**src/rtl/sobel_pkg.sv**
```systemverilog
// sobel_pkg: shared defaults, FSM state encoding and helpers for the Sobel frame sequencer.
package sobel_pkg;

  localparam int DEF_IMG_W  = 256;
  localparam int DEF_IMG_H  = 256;
  localparam int DEF_ADDR_W = 16;

  typedef enum logic [2:0] {
    S_IDLE  = 3'd0,
    S_PRIME = 3'd1,
    S_RUN   = 3'd2,
    S_FLUSH = 3'd3,
    S_DONE  = 3'd4
  } seq_state_t;

  // Plain-vector copies of the encoding for legacy logic [2:0] state registers.
  localparam logic [2:0] ST_IDLE  = S_IDLE;
  localparam logic [2:0] ST_PRIME = S_PRIME;
  localparam logic [2:0] ST_RUN   = S_RUN;
  localparam logic [2:0] ST_FLUSH = S_FLUSH;
  localparam logic [2:0] ST_DONE  = S_DONE;

  function automatic int interior_count(input int img_w, input int img_h);
    return (img_w - 2) * (img_h - 2);
  endfunction

endpackage

```
**src/rtl/sobel_seq_tagpipe.sv**
```systemverilog
// sobel_seq_tagpipe: LAT-deep {valid, tag} shift register that tracks BRAM read latency.
module sobel_seq_tagpipe
  import sobel_pkg::*;
#(
  parameter int LAT   = 1,
  parameter int TAG_W = 8
) (
  input  logic             clk,
  input  logic             rst_n,
  input  logic             adv,
  input  logic             in_valid,
  input  logic [TAG_W-1:0] in_tag,
  output logic             out_valid,
  output logic [TAG_W-1:0] out_tag
);

  logic [LAT-1:0]   vld;
  logic [TAG_W-1:0] tag [LAT];

  always_ff @(posedge clk or negedge rst_n) begin
    if (!rst_n) begin
      vld <= '0;
      for (int i = 0; i < LAT; i++) tag[i] <= '0;
    end else if (adv) begin
      vld[0] <= in_valid;
      tag[0] <= in_tag;
      for (int i = 1; i < LAT; i++) begin
        vld[i] <= vld[i-1];
        tag[i] <= tag[i-1];
      end
    end
  end

  assign out_valid = vld[LAT-1];
  assign out_tag   = tag[LAT-1];

endmodule

```
**src/rtl/sobel_frame_sequencer.sv**
```systemverilog
// sobel_frame_sequencer: raster BRAM address generator and pixel tagger for one Sobel pass.
// Define SOBEL_SEQ_CONTINUOUS_EN for free-running frames (DONE returns straight to PRIME).
//
// state | meaning
// IDLE  | waiting for start, BRAM disabled
// PRIME | issuing rows 0-1 to fill the line buffers
// RUN   | issuing the remaining rows
// FLUSH | draining BRAM_LAT enabled cycles of tags
// DONE  | one-cycle done pulse
module sobel_frame_sequencer
  import sobel_pkg::*;
#(
  parameter int IMG_W    = DEF_IMG_W,
  parameter int IMG_H    = DEF_IMG_H,
  parameter int ADDR_W   = DEF_ADDR_W,
  parameter int BRAM_LAT = 1
) (
  input  logic                     clk,
  input  logic                     rst_n,
  input  logic                     start,
  input  logic                     hold,
  output logic                     busy,
  output logic                     done,
  output logic                     mem_en,
  output logic [ADDR_W-1:0]        mem_addr,
  output logic                     pix_valid,
  output logic [$clog2(IMG_W)-1:0] pix_col,
  output logic [$clog2(IMG_H)-1:0] pix_row,
  output logic                     line_shift,
  output logic                     win_valid
);

  localparam int COL_W = $clog2(IMG_W);
  localparam int ROW_W = $clog2(IMG_H);
  localparam int TAG_W = ROW_W + COL_W;

  localparam logic [ADDR_W-1:0] PRIME_LAST = ADDR_W'(2 * IMG_W - 1);
  localparam logic [ADDR_W-1:0] FRAME_LAST = ADDR_W'(IMG_W * IMG_H - 1);
  localparam logic [COL_W-1:0]  COL_LAST   = COL_W'(IMG_W - 1);
  localparam logic [1:0]        FLUSH_INIT = 2'(BRAM_LAT - 1);

  logic [2:0]        state;
  logic [ADDR_W-1:0] addr;
  logic [COL_W-1:0]  col;
  logic [ROW_W-1:0]  row;
  logic [1:0]        flush_cnt;
  logic              issue;
  logic              tag_adv;
  logic              tag_vld;
  logic [TAG_W-1:0]  tag_out;

  assign issue   = ((state == ST_PRIME) || (state == ST_RUN)) && !hold;
  assign tag_adv = !hold;

  always_ff @(posedge clk or negedge rst_n) begin
    if (!rst_n) begin
      state     <= ST_IDLE;
      addr      <= '0;
      col       <= '0;
      row       <= '0;
      flush_cnt <= '0;
    end else begin
      case (state)
        ST_IDLE: begin
          if (start) begin
            state <= ST_PRIME;
            addr  <= '0;
            col   <= '0;
            row   <= '0;
          end
        end
        ST_PRIME, ST_RUN: begin
          if (issue) begin
            if (addr == FRAME_LAST) begin
              // Counters wrap here so a continuous frame restarts at address 0.
              state     <= ST_FLUSH;
              flush_cnt <= FLUSH_INIT;
              addr      <= '0;
              col       <= '0;
              row       <= '0;
            end else begin
              addr <= addr + ADDR_W'(1);
              if (col == COL_LAST) begin
                col <= '0;
                row <= row + ROW_W'(1);
              end else begin
                col <= col + COL_W'(1);
              end
              if ((state == ST_PRIME) && (addr == PRIME_LAST)) state <= ST_RUN;
            end
          end
        end
        ST_FLUSH: begin
          if (!hold) begin
            if (flush_cnt == 2'd0) state <= ST_DONE;
            else flush_cnt <= flush_cnt - 2'd1;
          end
        end
        ST_DONE: begin
`ifdef SOBEL_SEQ_CONTINUOUS_EN
          state <= ST_PRIME;
`else
          state <= ST_IDLE;
`endif
        end
        default: state <= ST_IDLE;
      endcase
    end
  end

  sobel_seq_tagpipe #(
    .LAT   (BRAM_LAT),
    .TAG_W (TAG_W)
  ) u_tagpipe (
    .clk       (clk),
    .rst_n     (rst_n),
    .adv       (tag_adv),
    .in_valid  (issue),
    .in_tag    ({row, col}),
    .out_valid (tag_vld),
    .out_tag   (tag_out)
  );

  assign {pix_row, pix_col} = tag_out;

  // A held BRAM output is not new data, so the line buffers must not shift on it.
  assign pix_valid  = tag_vld && !hold;
  assign line_shift = pix_valid;
  assign win_valid  = pix_valid && (pix_row >= ROW_W'(2)) && (pix_col >= COL_W'(2));

  assign busy     = (state != ST_IDLE);
  assign done     = (state == ST_DONE);
  assign mem_en   = issue;
  assign mem_addr = addr;

endmodule

```
**config.mk**
```make
export PLATFORM = sky130hd
export DESIGN_NAME = sobel_frame_sequencer
export DESIGN_NICKNAME = d
export VERILOG_FILES = /design/src/rtl/sobel_pkg.sv /design/src/rtl/sobel_seq_tagpipe.sv /design/src/rtl/sobel_frame_sequencer.sv
export SDC_FILE = /design/constraint.sdc
export NUM_CORES = 1
export LEC_CHECK = 0
export CAP_MARGIN = 20
export CORE_MARGIN = 8
export CORE_UTILIZATION = 54
export DETAILED_ROUTE_END_ITERATION = 12
export PLACE_DENSITY = 0.79
export SYNTH_ARGS = -nofsm -noshare
export SYNTH_HDL_FRONTEND = slang
export SYNTH_SLANG_ARGS = --single-unit
```
**constraint.sdc**
```tcl
create_clock -name clk -period 2.35 [get_ports clk]
set_input_delay 0.705 -clock clk [delete_from_list [all_inputs] [get_ports clk]]
set_output_delay 0.705 -clock clk [all_outputs]
set_load 0.03 [all_outputs]
```
==> metrics.txt <==
CTS Hold Buffers Added=0; final max-slew violation count=0; leading register cell type out of synthesis=sky130_fd_sc_hd__dfrtp_1; final HPWL from detailed placement=5.07 mm; number of gates given a new drive strength after cts=8; type of the worst setup path=flop to output port; count leader, synth=sky130_fd_sc_hd__dfrtp_1; met3 global-route usage=0.0455; worst min-delay path category=input port to async pin; DIE AREA=0.00790 mm²; Post-route DRC=0; Yosys warnings=0; final worst slack=-0.0862 ns; number of distinct library cells after synthesis=47; layout cells sized above 1=0.206; Fmax achieved=0.410 GHz; Port-buffer cells=41; Final Hold Vio Count=0; post-synthesis net count=290; met2 Track Usage GR=0.309; worst-path fanout max=3; via count of the first global-routing pass=2453; count of maximum capacitance violations=0; Die X=between 80 and 90 µm; GRT overflow=0; Total Nets Final=342; area of the core=just over 0.005 mm²; final-layout setup total negative slack=-0.0862 ns; remaining antenna violation count after routing=0; die extent in y=88.9 µm; worst slew pin tran=0.528 ns; clock buffer depth=2; total routed wirelength=6.96 mm; post-synthesis cell area=0.00287 mm²; asr flop ratio synth=1.00; Starting Density=0.561; antenna cells=0; standby leakage power=between 1.5 and 2 nW; average wire per cell in the routed design=approximately 17 µm; outcome=complete, but fails checks; largest cells by area after synthesis=sky130_fd_sc_hd__dfrtp_1 47%, sky130_fd_sc_hd__mux2_2 6.7%, sky130_fd_sc_hd__o21ai_0 3.5%; area fraction of the dominant cell type after synthesis=0.471; sink count of the clock tree=54; initial antenna violation count=0; WP data arrival=1.73 ns; Top Ports=42; RSZ-0062 raised after global routing=yes; power density cells=1060 mW/mm²; deepest level of the CTS H-tree=2; number of standard cells after synthesis=282; grt peak-use layer=met2; cell type with the highest aggregate area in the netlist=sky130_fd_sc_hd__dfrtp_1; data required time of the worst path=1.64 ns; later-pin clock latency in the skew report=0.31 ns; mean cell area of the mapped netlist=10.2 µm²; GRT met1 Usage=0.239; endpoint class of the critical path=output port; worst-case vdd ir drop=627 µV; first-pass GRT wire length=11.7 mm; via count=2452; Finished Cell Area=~0.0036 mm²; number of flops mapped to enable cells by yosys=0; cell area after placement=0.00342 mm²; worst clock skew=0.00839 ns; Synth Register Bits=54; Initial DRC Count=around 170; library cell used as clock root buffer=sky130_fd_sc_hd__clkbuf_8; Final setup violation count=1; DR vias/cell=around 6; first-pass iteration count of the detailed router=4; violated checks=setup timing; global placer's final weighted congestion=0.805; pin count of the biggest net entering global routing=33; sequential area share after synthesis=0.471; leading post-synthesis cells by instance count=54 x sky130_fd_sc_hd__dfrtp_1, 23 x sky130_fd_sc_hd__nand2_1, 20 x sky130_fd_sc_hd__o21ai_0; worst slew margin relative to its limit=0.648; buffers inserted by post-CTS timing repair=0; clock tree from TritonCTS=built; Area Growth Syn to Fin=23.9%; type of element launching the critical path=flop; placement row count=26; Final Cycle Share=1.04; Worst Setup Slack post-DPL=-0.205 ns; GRT Util Overall=0.189; clock-pin slew on the worst setup and hold paths=around 0.10 ns; final period demand of the worst path=around 2.4 ns; TritonCTS Buffers=5
## registers in the layout (all words and copies together), names as in the netlist
name and flops:
col 8, flush_cnt 2, u_tagpipe.out_valid 1, u_tagpipe.out_tag 16
state 3, mem_addr 16, row 8
## per-layer routing
| layer | up-vias | wire length (µm) | part of all wire |
|---|---|---|---|
| met5 | - | 0 | 0 |
| met4 | 0 | 61 | 0.0088 |
| met3 | 7 | 374 | 0.054 |
| met2 | 70 | 3410 | 0.49 |
| met1 | 1216 | 3120 | 0.45 |
| li1 | 1159 | - | - |
## metrics by stage
stage                util  hold slack, ns  instances  total power, mW
finish              0.695           0.362        405             3.77
global route        0.695           0.394        405             4.01
CTS                 0.695           0.368        405             3.78
detailed placement  0.670           0.482        397             3.14
global placement    0.670           0.464        397             3.10
floorplan               -           0.409        282             2.53
## cell usage in the layout, fill, tap and decap left out, drive strengths merged, types with 4 or more instances in the layout
cell type / count
dfrtp: 54
clkdlybuf4s50: 33
nand2: 24
buf: 24
o21ai: 21
nor2: 19
mux2: 17
nand3: 14
nor3: 13
and3: 11
o31ai: 10
a22o: 8
inv: 7
nand4: 7
and2: 6
a31oi: 6
and4: 6
clkbuf: 5
nor2b: 5
o22ai: 4
a21o: 4
a221o: 4
ha: 4
## critical path, cell delays in order, from the launching register on
cell and delay, ns:
sky130_fd_sc_hd__dfrtp_1 0.41, sky130_fd_sc_hd__or4_4 0.54, sky130_fd_sc_hd__o41ai_4 0.27, sky130_fd_sc_hd__a21oi_2 0.06, sky130_fd_sc_hd__buf_6 0.15
## cell type report
type                            count  area (µm²)
Clock buffer                        5        68.8
Clock inverter                      3        40.0
Fill cell                         405        1560
Inverter                            7        26.3
Multi-Input combinational cell    206        1410
Sequential cell                    54        1350
Tap cell                           70        87.6
Timing Repair Buffer               60         563
## report_power, final
part	internal, mW	switching [mW]
clock	0.314	0.301
combinational	0.798	1.18
sequential	1.05	0.131
## kinds of logic (layout without fill, tap and decap cells)
group	after synthesis	in the layout	share of synthesized area
simple gates	113	113	0.216
compound gates	69	69	0.170
flops	54	54	0.471
buf+inv	22	75	0.0489
mux	19	19	0.0738
fa+ha+maj	4	4	0.0175
xor+xnor	1	1	0.00306
## final timing paths
kind	slack, ns	start	cells after the start	endpoint
hold reg to reg	0.49	u_tagpipe.out_valid	1	u_tagpipe.out_valid
setup / recovery	-0.09	u_tagpipe.out_tag[3]	4	win_valid
hold / removal	0.36	rst_n	1	row[1]
max in group asynchronous	1.43	rst_n	2	state[0]
min in group clk	0.49	u_tagpipe.out_valid	1	u_tagpipe.out_valid
setup reg to reg	0.26	mem_addr[0]	7	row[2]
Note: power is estimated with default switching activity, not from simulation.
